**src/rtl/uart_rx_param_pkg.sv**
```systemverilog
// Shared constants and helpers for the parametrised UART receive path.
package uart_pkg;

  localparam int PAR_NONE = 0;
  localparam int PAR_ODD  = 1;
  localparam int PAR_EVEN = 2;

  localparam logic [2:0] ST_IDLE   = 3'd0;
  localparam logic [2:0] ST_START  = 3'd1;
  localparam logic [2:0] ST_DATA   = 3'd2;
  localparam logic [2:0] ST_PARITY = 3'd3;
  localparam logic [2:0] ST_STOP   = 3'd4;
  localparam logic [2:0] ST_DONE   = 3'd5;

  function automatic int bit_cnt(input int clk_hz, input int baud);
    return clk_hz / baud;
  endfunction

endpackage

```
**src/rtl/uart_rx_param_if.sv**
```systemverilog
// Line-side and system-side signals of the UART receiver.
interface uart_rx_param_if #(parameter int DATA_BITS = 8);
  logic                 rx_en_sig;
  logic                 rx_pin;
  logic                 rx_done;
  logic [DATA_BITS-1:0] rx_data;
  logic                 parity_err;
  logic                 frame_err;
  logic                 rx_busy;

  modport master (output rx_en_sig, output rx_pin,
                  input rx_done, input rx_data, input parity_err, input frame_err, input rx_busy);
  modport slave  (input rx_en_sig, input rx_pin,
                  output rx_done, output rx_data, output parity_err, output frame_err, output rx_busy);
endinterface

```
**src/rtl/uart_rx_param_sampler.sv**
```systemverilog
// Synchroniser, start-edge detect and 3-sample mid-bit majority vote.
module uart_rx_sampler #(
  parameter int BIT_CNT = 20,
  parameter int TW      = $clog2(BIT_CNT)
) (
  input  logic          clk,
  input  logic          rst_n,
  input  logic          i_rx_pin,
  input  logic [TW-1:0] i_timer,
  output logic          o_fall_edge,
  output logic          o_bit_val,
  output logic          o_sample_strobe
);
  localparam int MID = BIT_CNT / 2;
  localparam logic [TW-1:0] T_MID_M1 = TW'(MID - 1);
  localparam logic [TW-1:0] T_MID    = TW'(MID);
  localparam logic [TW-1:0] T_MID_P1 = TW'(MID + 1);

  logic r_sync1, r_sync2, r_hist, r_s0, r_s1;

  // Line synchroniser, edge history and the two early mid-bit samples.
  always_ff @(posedge clk or negedge rst_n) begin
    if (!rst_n) begin
      r_sync1 <= 1'b1;
      r_sync2 <= 1'b1;
      r_hist  <= 1'b1;
      r_s0    <= 1'b0;
      r_s1    <= 1'b0;
    end else begin
      r_sync1 <= i_rx_pin;
      r_sync2 <= r_sync1;
      r_hist  <= r_sync2;
      if (i_timer == T_MID_M1) r_s0 <= r_sync2;
      if (i_timer == T_MID)    r_s1 <= r_sync2;
    end
  end

  // Third sample is the live synchronised line at MID+1.
  assign o_fall_edge     = r_hist & ~r_sync2;
  assign o_sample_strobe = (i_timer == T_MID_P1);
  assign o_bit_val       = (r_s0 & r_s1) | (r_s0 & r_sync2) | (r_s1 & r_sync2);

endmodule

```
**src/rtl/uart_rx_param.sv**
```systemverilog
// Parametrised UART receiver: start/data/parity/stop framing with error flags.
module uart_rx_param
  import uart_pkg::*;
#(
  parameter int CLK_HZ    = 20000000,
  parameter int BAUD      = 9600,
  parameter int DATA_BITS = 8,
  parameter int PARITY    = 0,
  parameter int STOP_BITS = 1
) (
  input logic            clk,
  input logic            rst_n,
  uart_rx_param_if.slave bus
);
  localparam int BIT_CNT = bit_cnt(CLK_HZ, BAUD);
  localparam int TW      = $clog2(BIT_CNT);
  localparam int BCW     = $clog2(DATA_BITS + 1);
  localparam logic [TW-1:0]  T_LAST    = TW'(BIT_CNT - 1);
  localparam logic [BCW-1:0] DATA_LAST = BCW'(DATA_BITS - 1);
  localparam logic [BCW-1:0] STOP_LAST = BCW'(STOP_BITS - 1);

  logic [2:0]           r_state, w_state_nxt;
  logic [TW-1:0]        r_timer, w_timer_nxt;
  logic [BCW-1:0]       r_bit_cnt, w_bit_cnt_nxt;
  logic [DATA_BITS-1:0] r_shift, w_shift_nxt;
  logic                 r_perr, w_perr_nxt, r_ferr, w_ferr_nxt;
  logic                 r_rx_done, w_rx_done_nxt;
  logic [DATA_BITS-1:0] r_rx_data, w_rx_data_nxt;
  logic                 r_parity_err, w_parity_err_nxt;
  logic                 r_frame_err, w_frame_err_nxt;
  logic                 r_rx_busy;
  logic                 w_fall_edge, w_bit_val, w_strobe, w_wrap;

  uart_rx_sampler #(.BIT_CNT(BIT_CNT), .TW(TW)) u_sampler (
    .clk             (clk),
    .rst_n           (rst_n),
    .i_rx_pin        (bus.rx_pin),
    .i_timer         (r_timer),
    .o_fall_edge     (w_fall_edge),
    .o_bit_val       (w_bit_val),
    .o_sample_strobe (w_strobe)
  );

  assign w_wrap = (r_timer == T_LAST);

  // Next-state, datapath and output update logic for the frame FSM.
  always_comb begin
    w_state_nxt      = r_state;
    w_timer_nxt      = w_wrap ? {TW{1'b0}} : r_timer + TW'(1);
    w_bit_cnt_nxt    = r_bit_cnt;
    w_shift_nxt      = r_shift;
    w_perr_nxt       = r_perr;
    w_ferr_nxt       = r_ferr;
    w_rx_done_nxt    = 1'b0;
    w_rx_data_nxt    = r_rx_data;
    w_parity_err_nxt = r_parity_err;
    w_frame_err_nxt  = r_frame_err;
    case (r_state)
      ST_IDLE: begin
        w_timer_nxt = {TW{1'b0}};
        if (w_fall_edge && bus.rx_en_sig) begin
          w_state_nxt   = ST_START;
          w_bit_cnt_nxt = {BCW{1'b0}};
          w_perr_nxt    = 1'b0;
          w_ferr_nxt    = 1'b0;
        end else begin
          w_state_nxt = ST_IDLE;
        end
      end
      ST_START: begin
        if (w_strobe && w_bit_val) w_state_nxt = ST_IDLE;
        else if (w_wrap)           w_state_nxt = ST_DATA;
        else                       w_state_nxt = ST_START;
      end
      ST_DATA: begin
        if (w_strobe) w_shift_nxt = {w_bit_val, r_shift[DATA_BITS-1:1]};
        else          w_shift_nxt = r_shift;
        if (w_wrap && (r_bit_cnt == DATA_LAST)) begin
          w_bit_cnt_nxt = {BCW{1'b0}};
          w_state_nxt   = (PARITY != PAR_NONE) ? ST_PARITY : ST_STOP;
        end else if (w_wrap) begin
          w_bit_cnt_nxt = r_bit_cnt + BCW'(1);
        end else begin
          w_bit_cnt_nxt = r_bit_cnt;
        end
      end
      ST_PARITY: begin
        if (w_strobe) w_perr_nxt = (PARITY == PAR_ODD) ? ~(^r_shift ^ w_bit_val) : (^r_shift ^ w_bit_val);
        else          w_perr_nxt = r_perr;
        if (w_wrap) w_state_nxt = ST_STOP;
        else        w_state_nxt = ST_PARITY;
      end
      ST_STOP: begin
        // Final stop bit completes at its mid-point so back-to-back frames are not missed.
        if (w_strobe && (r_bit_cnt == STOP_LAST)) begin
          w_state_nxt      = ST_DONE;
          w_ferr_nxt       = r_ferr | ~w_bit_val;
          w_rx_done_nxt    = 1'b1;
          w_rx_data_nxt    = r_shift;
          w_parity_err_nxt = r_perr;
          w_frame_err_nxt  = r_ferr | ~w_bit_val;
        end else if (w_strobe) begin
          w_ferr_nxt = r_ferr | ~w_bit_val;
        end else if (w_wrap) begin
          w_bit_cnt_nxt = r_bit_cnt + BCW'(1);
        end else begin
          w_state_nxt = ST_STOP;
        end
      end
      ST_DONE: w_state_nxt = ST_IDLE;
      default: w_state_nxt = ST_IDLE;
    endcase
    if (!bus.rx_en_sig && (r_state != ST_IDLE)) begin
      w_state_nxt      = ST_IDLE;
      w_rx_done_nxt    = 1'b0;
      w_rx_data_nxt    = r_rx_data;
      w_parity_err_nxt = r_parity_err;
      w_frame_err_nxt  = r_frame_err;
    end else begin
      w_rx_done_nxt = w_rx_done_nxt;
    end
  end

  // State and registered outputs.
  always_ff @(posedge clk or negedge rst_n) begin
    if (!rst_n) begin
      r_state      <= ST_IDLE;
      r_timer      <= {TW{1'b0}};
      r_bit_cnt    <= {BCW{1'b0}};
      r_shift      <= {DATA_BITS{1'b0}};
      r_perr       <= 1'b0;
      r_ferr       <= 1'b0;
      r_rx_done    <= 1'b0;
      r_rx_data    <= {DATA_BITS{1'b0}};
      r_parity_err <= 1'b0;
      r_frame_err  <= 1'b0;
      r_rx_busy    <= 1'b0;
    end else begin
      r_state      <= w_state_nxt;
      r_timer      <= w_timer_nxt;
      r_bit_cnt    <= w_bit_cnt_nxt;
      r_shift      <= w_shift_nxt;
      r_perr       <= w_perr_nxt;
      r_ferr       <= w_ferr_nxt;
      r_rx_done    <= w_rx_done_nxt;
      r_rx_data    <= w_rx_data_nxt;
      r_parity_err <= w_parity_err_nxt;
      r_frame_err  <= w_frame_err_nxt;
      r_rx_busy    <= (w_state_nxt != ST_IDLE);
    end
  end

  assign bus.rx_done    = r_rx_done;
  assign bus.rx_data    = r_rx_data;
  assign bus.parity_err = r_parity_err;
  assign bus.frame_err  = r_frame_err;
  assign bus.rx_busy    = r_rx_busy;

endmodule

```
**src/flat_wrapper.sv**
```systemverilog
// flat-port wrapper written by rule: the top's interface ports become plain ports
module uart_rx_param_flat import uart_pkg::*;
#(
  parameter int CLK_HZ    = 20000000,
  parameter int BAUD      = 9600,
  parameter int DATA_BITS = 8,
  parameter int PARITY    = 0,
  parameter int STOP_BITS = 1
)
  (clk, rst_n, bus_rx_en_sig, bus_rx_pin, bus_rx_done, bus_rx_data, bus_parity_err, bus_frame_err, bus_rx_busy);
  uart_rx_param_if #(.DATA_BITS(DATA_BITS)) bus_i ();
  input logic clk;
  input logic rst_n;
  input wire logic [$bits(bus_i.rx_en_sig)-1:0] bus_rx_en_sig;
  input wire logic [$bits(bus_i.rx_pin)-1:0] bus_rx_pin;
  output wire logic [$bits(bus_i.rx_done)-1:0] bus_rx_done;
  output wire logic [$bits(bus_i.rx_data)-1:0] bus_rx_data;
  output wire logic [$bits(bus_i.parity_err)-1:0] bus_parity_err;
  output wire logic [$bits(bus_i.frame_err)-1:0] bus_frame_err;
  output wire logic [$bits(bus_i.rx_busy)-1:0] bus_rx_busy;
  assign bus_i.rx_en_sig = bus_rx_en_sig;
  assign bus_i.rx_pin = bus_rx_pin;
  assign bus_rx_done = bus_i.rx_done;
  assign bus_rx_data = bus_i.rx_data;
  assign bus_parity_err = bus_i.parity_err;
  assign bus_frame_err = bus_i.frame_err;
  assign bus_rx_busy = bus_i.rx_busy;
  uart_rx_param #(.CLK_HZ(CLK_HZ), .BAUD(BAUD), .DATA_BITS(DATA_BITS), .PARITY(PARITY), .STOP_BITS(STOP_BITS)) u_core (.clk(clk), .rst_n(rst_n), .bus(bus_i));
endmodule
```
**config.mk**
```make
export PLATFORM = sky130hd
export DESIGN_NAME = uart_rx_param_flat
export DESIGN_NICKNAME = d
export VERILOG_FILES = /design/src/rtl/uart_rx_param_pkg.sv /design/src/rtl/uart_rx_param_if.sv /design/src/rtl/uart_rx_param_sampler.sv /design/src/rtl/uart_rx_param.sv /design/src/flat_wrapper.sv
export SDC_FILE = /design/constraint.sdc
export NUM_CORES = 1
export LEC_CHECK = 0
export ABC_AREA = 1
export BUFFER_PORTS_ARGS = -buffer_cell sky130_fd_sc_hd__buf_2
export CAP_MARGIN = 15
export CORE_MARGIN = 4
export CORE_UTILIZATION = 54
export CTS_CLUSTER_DIAMETER = 200
export DETAILED_ROUTE_END_ITERATION = 16
export PLACE_DENSITY = 0.83
export REMOVE_ABC_BUFFERS = 1
export SYNTH_ARGS = -nofsm -noshare
export SYNTH_HDL_FRONTEND = slang
export SYNTH_HIERARCHICAL = 1
export SYNTH_SLANG_ARGS = --single-unit
```
**constraint.sdc**
```tcl
create_clock -name clk -period 2.6 [get_ports clk]
set_input_delay 0.26 -clock clk [delete_from_list [all_inputs] [get_ports clk]]
set_output_delay 0.26 -clock clk [all_outputs]
set_load 0.03 [all_outputs]
```
Word-level counts from Yosys, hierarchy flattened
Index checks and enable logic that the tools add are counted.
{"block": "word_totals", "word_cells": 89, "ff_bits": 46, "inputBits": 4, "output_inout_bits": 12}
{"block": "classes", "n_eq_ne": 14, "bitwise_logic": 11, "n_reduce_logical": 19, "n_mux": 27, "addsub": 2}
{"operator": "$eq A12 B11 Y1 const B", "n": 3}
{"operator": "$mux W12", "n": 2}
{"operator": "$mux W3", "n": 7}
{"operator": "$mux W4", "n": 5}
{"operator": "$pmux W3 S5", "n": 1}
{"operator": "$add A12 B1 Y12 const B", "n": 1}
{"operator": "$eq A12 B12 Y1 const B", "n": 1}
{"operator": "$pmux W4 S3", "n": 1}
{"operator": "$reduce_and A3 Y1", "n": 3}
{"operator": "$reduce_bool A3 Y1", "n": 3}
{"operator": "$mux W1", "n": 8}
{"operator": "$reduce_xor A8 Y1", "n": 1}
{"operator": "$eq A3 B2 Y1 const B", "n": 2}
{"operator": "$logic_and A1 B1 Y1", "n": 5}
{"operator": "$add A4 B1 Y4 const B", "n": 1}
{"operator": "$and A1 B1 Y1", "n": 4}
{"operator": "$eq A4 B3 Y1 const B", "n": 1}
{"operator": "$logic_not A4 Y1", "n": 1}
{"operator": "$ne A2 B1 Y1 const B", "n": 2}
{"operator": "$ne A2 B2 Y1 const B", "n": 2}
{"operator": "$pmux W1 S2", "n": 2}
{"operator": "$reduce_and A4 Y1", "n": 1}
{"operator": "$reduce_bool A2 Y1", "n": 2}
{"operator": "$eq A3 B1 Y1 const B", "n": 1}
{"operator": "9 further kinds", "n": 13}

Depth between registers and ports, before layout
{"block": "logic_depth", "ltp_word": 8, "depth_mapped": 12, "mapped_depth_nobuf": 12}

By module
The synthesis kept the hierarchy.
{"mod": "uart_rx_param", "seq_area_each_um2": 1026.0, "area_each_um2": 2213.4, "cells_per_inst": 275, "instances": 1}
{"mod": "uart_rx_sampler", "seq_area_each_um2": 128.9, "area_each_um2": 325.3, "cells_per_inst": 50, "instances": 1}

Least setup slack after synthesis
OpenSTA, ideal clock, no wires.
{"block": "synth_path", "path_kind": "flip-flop to flip-flop", "startpoint": "register u_core.r_timer[5]", "endpoint": "register u_core.r_frame_err, in the netlist u_core/bus.frame_err", "stages_incl_launch_ff": 12, "setup_time_ns": 0.121, "arrival_ns": 1.464, "slack_ns": 1.015, "path_buffers": 1, "cell_sequence": "dfrtp_1 inv_1 nand2_1 nor2_1 nand2_1 nor2_1 nand2_2 nor2_4 nand2_2 buf_6 nand2_2 o21ai_2"}
{"block": "synth_via", "elab_chain_cells": 3}
{"item": "start: declaration", "line": "uart_rx_param.sv:23", "rtl": "logic [TW-1:0] r_timer, w_timer_nxt;"}
{"item": "start signal: assignment", "line": "uart_rx_param.sv:128", "rtl": "r_timer <= {TW{1'b0}};"}
{"item": "start signal: assignment", "line": "uart_rx_param.sv:140", "rtl": "r_timer <= w_timer_nxt;"}
{"item": "$eq A12 B11 Y1", "line": "uart_rx_param_sampler.sv:40", "rtl": "assign o_sample_strobe = (i_timer == T_MID_P1);"}
{"item": "net u_core.w_strobe", "line": "uart_rx_param.sv:32", "rtl": "logic w_fall_edge, w_bit_val, w_strobe, w_wrap;"}
{"item": "$logic_and A1 B1 Y1", "line": "uart_rx_param.sv:95", "rtl": "if (w_strobe && (r_bit_cnt == STOP_LAST)) begin"}
{"item": "$reduce_and A3 Y1 (no source line)"}
{"item": "end signal: assignment", "line": "uart_rx_param.sv:148", "rtl": "r_frame_err <= w_frame_err_nxt;"}
{"item": "end: declaration", "line": "uart_rx_param.sv:30", "rtl": "logic r_frame_err, w_frame_err_nxt;"}
The timed path passes the listed nets, and every way through them passes these cells.
A chain may end at the register's enable or synchronous reset.

Final worst setup path
{"block": "layout_path", "startpoint": "register u_core.r_timer[5]", "endpoint": "register u_core.r_rx_data[1], in the netlist u_core/bus.rx_data[1]"}
{"block": "layout_via", "elab_chain_cells": 3}
{"item": "$eq A12 B11 Y1", "line": "uart_rx_param_sampler.sv:40"}
{"item": "net u_core.w_strobe", "line": "uart_rx_param.sv:32"}
{"item": "$logic_and A1 B1 Y1", "line": "uart_rx_param.sv:95"}
{"item": "$reduce_and A3 Y1 (no source line)"}
{"item": "end signal: assignment", "line": "uart_rx_param.sv:134", "rtl": "r_rx_data <= {DATA_BITS{1'b0}};"}
{"item": "end signal: assignment", "line": "uart_rx_param.sv:146", "rtl": "r_rx_data <= w_rx_data_nxt;"}
{"item": "end: declaration", "line": "uart_rx_param.sv:28", "rtl": "logic [DATA_BITS-1:0] r_rx_data, w_rx_data_nxt;"}
The timed path passes the listed nets, and every way through them passes these cells.

==> qor.csv <==
stage,metric,value,unit
status,outcome,"finished, final reports clean",
sta,min_period,2020,ps
die,rows,24,
layout,areaGrowthSynthToFinish,8.92,%
worst_hold_path,whs_path_depth,1,
clock_network,cts_tree,yes,
clock_network,root_buffer,clkbuf_8,
drt,antenna_left,0,
grt,grt_pass1_vias,1931,
power_and_ir_drop,p_per_area,598,nW/µm²
power_and_ir_drop,p_switching,0.000512,W
grt,grt_pass1_wl,7900,µm
die,die_h,76.6,µm
critical_path,reg2regPathDepth,10,
sta,worst_hold_slack,53.8,ps
yosys,synth_warnings,6,
place,dp_hpwl,3250,µm
power_and_ir_drop,switching_share,31.0,%
power_and_ir_drop,vdd_drop_max,361,µV
layout,design_area,2770,µm²
critical_path,crit_fanout,21,
critical_path,crit_type,flip-flop to flip-flop,
sta,slew_violations,0,
yosys,syn_area,2540,µm²
clock_network,cts_buffer_depth,2,
sta,max_freq,0.495,GHz
layout,final_cell_mix,"nand2_1, inv_1, nor2_1, dfrtp_1, nand3_1",
layout,drive_gt1_share,20.6,%
critical_path,worstReg2RegEnd,u_core/bus.rx_data[1],
yosys,synth_async_sr_flop_share,100,%
layout,layout_commonest_cell,nand2_1,
drt,routedWlPerCell,11.0,µm
critical_path,cp.required,2790,ps
clock_network,cts.sinks,46,
grt,grt.total_usage,16.3,%
sta,worst_pin_slew,979,ps
power_and_ir_drop,p_int,0.00114,W
sta,slew_headroom,34.7,%
clock_network,cts_buffers,5,
grt,grt_max_degree,47,
place,placed_area,2650,µm²
yosys,synth_ff_type,dfrtp_1,
critical_path,startpoint,u_core/r_timer[5],
job,cap_viol_max_count,0,
critical_path,reg2reg_slack,580,ps
power_and_ir_drop,p_comb_share,19.7,%
die,die_x,76.6,µm
critical_path,worstSetupStartpointType,flip-flop,
sta,skew,8.57,ps
clock_network,postCtsSetupRepairBufs,0,
drt,first_pass_iters,6,
critical_path,crit-reg2reg-launch,u_core/r_timer[5],
die,start_util,57.1,%
grt,antenna_found_initial,0,
yosys,synthCells,325,
clock_network,clk_pin_slew,90,ps
power_and_ir_drop,pwr-share-seq,47.7,%
clock_network,cts_resized,0,
yosys,synth-edff-count,0,
layout,fillers,396,
critical_path,cp-endpoint,u_core/bus.rx_data[1],
critical_path,cp-end-kind,flip-flop,
layout,fin_nets,352,
place,port_buffers,15,
clock_network,holdBufCountCts,0,
drt,dr_total_vias,1948,
drt,drc,0,
die,dieArea,5860,µm²
power_and_ir_drop,leakagePower,1.41,nW
layout,n_antenna_cell,0,
yosys,netlist-cell-type-count,30,
critical_path,arrival,2210,ps
sta,tns,0,ps
worst_hold_path,min_path_type,input pin to flip-flop,
clock_network,clk_latency,300,ps
drt,dr.first_iter.drc_count,87,
sta,post-route-period-util,77.7,%
sta,setup-violations-final,0,
sta,hold_violations,0,
power_and_ir_drop,pwr-share-clk,32.6,%
place,gp_congestion,0.831,
yosys,yosysSeqAreaShare,45.5,%
drt,routed_via_density,4.91,
yosys,ys_seq_elements,46,
yosys,syn_avg_cell_area,7.81,µm²
drt,routed_wirelength,4350,µm
die,io_pins,16,
grt,grt.overflow.total,0,
sta,rsz0062_at_grt,no,
die,core-area,4440,µm²
clock_network,h-tree-depth,2,
## logic make-up (layout without fill, tap and decap cells)
| logic type | after synthesis | after routing | synth area share (%) |
|---|---|---|---|
| simple gates | 182 | 182 | 33.8 |
| buf+inv | 59 | 79 | 9.36 |
| flops | 46 | 46 | 45.5 |
| compound gates | 29 | 29 | 7.59 |
| fa+ha+maj | 5 | 5 | 2.37 |
| xor+xnor | 4 | 4 | 1.38 |
## power groups by stage
| stage | sequential (W) | clock, W | combinational [W] |
|---|---|---|---|
| final | 0.000789 | 0.000539 | 0.000325 |
| after global routing | 0.000797 | 0.000588 | 0.000377 |
| after CTS | 0.000789 | 0.000556 | 0.000330 |
| after detailed placement | 0.000804 | 0 | 0.000329 |
| after global placement | 0.000802 | 0 | 0.000320 |
| after floorplan | 0.000812 | 0 | 0.000237 |
## final cells by class
cell class	count	area [µm²]	area share, %
clock buffer	5	68.8	2.49
clock inverter	3	45.0	1.63
tap	52	65.1	2.35
timing repair buffer	15	75.1	2.71
sequential	46	1150	41.8
multi-input combinational	220	1150	41.4
inverter	56	210	7.60
## flip-flops by register name, summed over array words and instances, names as in the netlist, 3 cells and up
name and cells:
u_core/r_shift 8, u_core/r_timer 12, u_core/r_state 3, u_core/r_bit_cnt 4, u_core/bus.rx_data 8
## metrics by stage
stage	std cells	power (W)	setup slack (ps)	utilization, %
5_1_grt	397	0.00176	360	62.2
4_1_cts	397	0.00168	571	62.2
2_1_floorplan	322	0.00105	832	-
6_report	397	0.00165	579	62.2
3_3_place_gp	389	0.00112	686	59.7
3_5_place_dp	389	0.00113	578	59.7
## routing by layer
metal / routed length, µm / global-route usage (%) / vias up
met5: 0 / 0 / -
met1: 2000 / 18.4 / 879
met3: 160 / 3.55 / 10
met4: 86 / 6.52 / 0
met2: 2100 / 29.8 / 26
li1: - / - / 1033
## worst min path at each step
stage,start,end,slack [ps]
2_1_floorplan,rst_n,u_core/bus.frame_err,-40
3_3_place_gp,u_core/u_sampler/r_sync1,u_core/u_sampler/r_sync2,350
3_5_place_dp,u_core/u_sampler/r_sync1,u_core/u_sampler/r_sync2,350
4_1_cts,bus_rx_pin,u_core/u_sampler/r_sync1,40
5_1_grt,bus_rx_pin,u_core/u_sampler/r_sync1,40
6_report,bus_rx_pin,u_core/u_sampler/r_sync1,50
## Yosys cell counts (all sizes together) (2+ instances only)
cell	number	area share [%]
nand3b	2	0.59
xnor2	2	0.69
nor3	3	0.79
nand3	19	4.1
nand2	100	17
buf	3	1.1
nand4	3	0.74
xor2	2	0.69
a21oi	3	0.59
inv	56	8.3
dfrtp	43	42
o21ai	24	6.4
nor3b	2	0.59
nor2	52	10
dfstp	3	3.1
ha	4	2.0
## worst max-delay path, stage by stage, from the launching register on
cell and delay, ps:
dfrtp_1 440, inv_1 70, nand2_1 40, nor2_1 170
nand2_1 70, nor2_1 260, nand2_2 150, nor2_4 120
nand2_2 320, nand2_1 180, o21ai_2 60
Note: power is estimated with default switching activity, not from simulation.
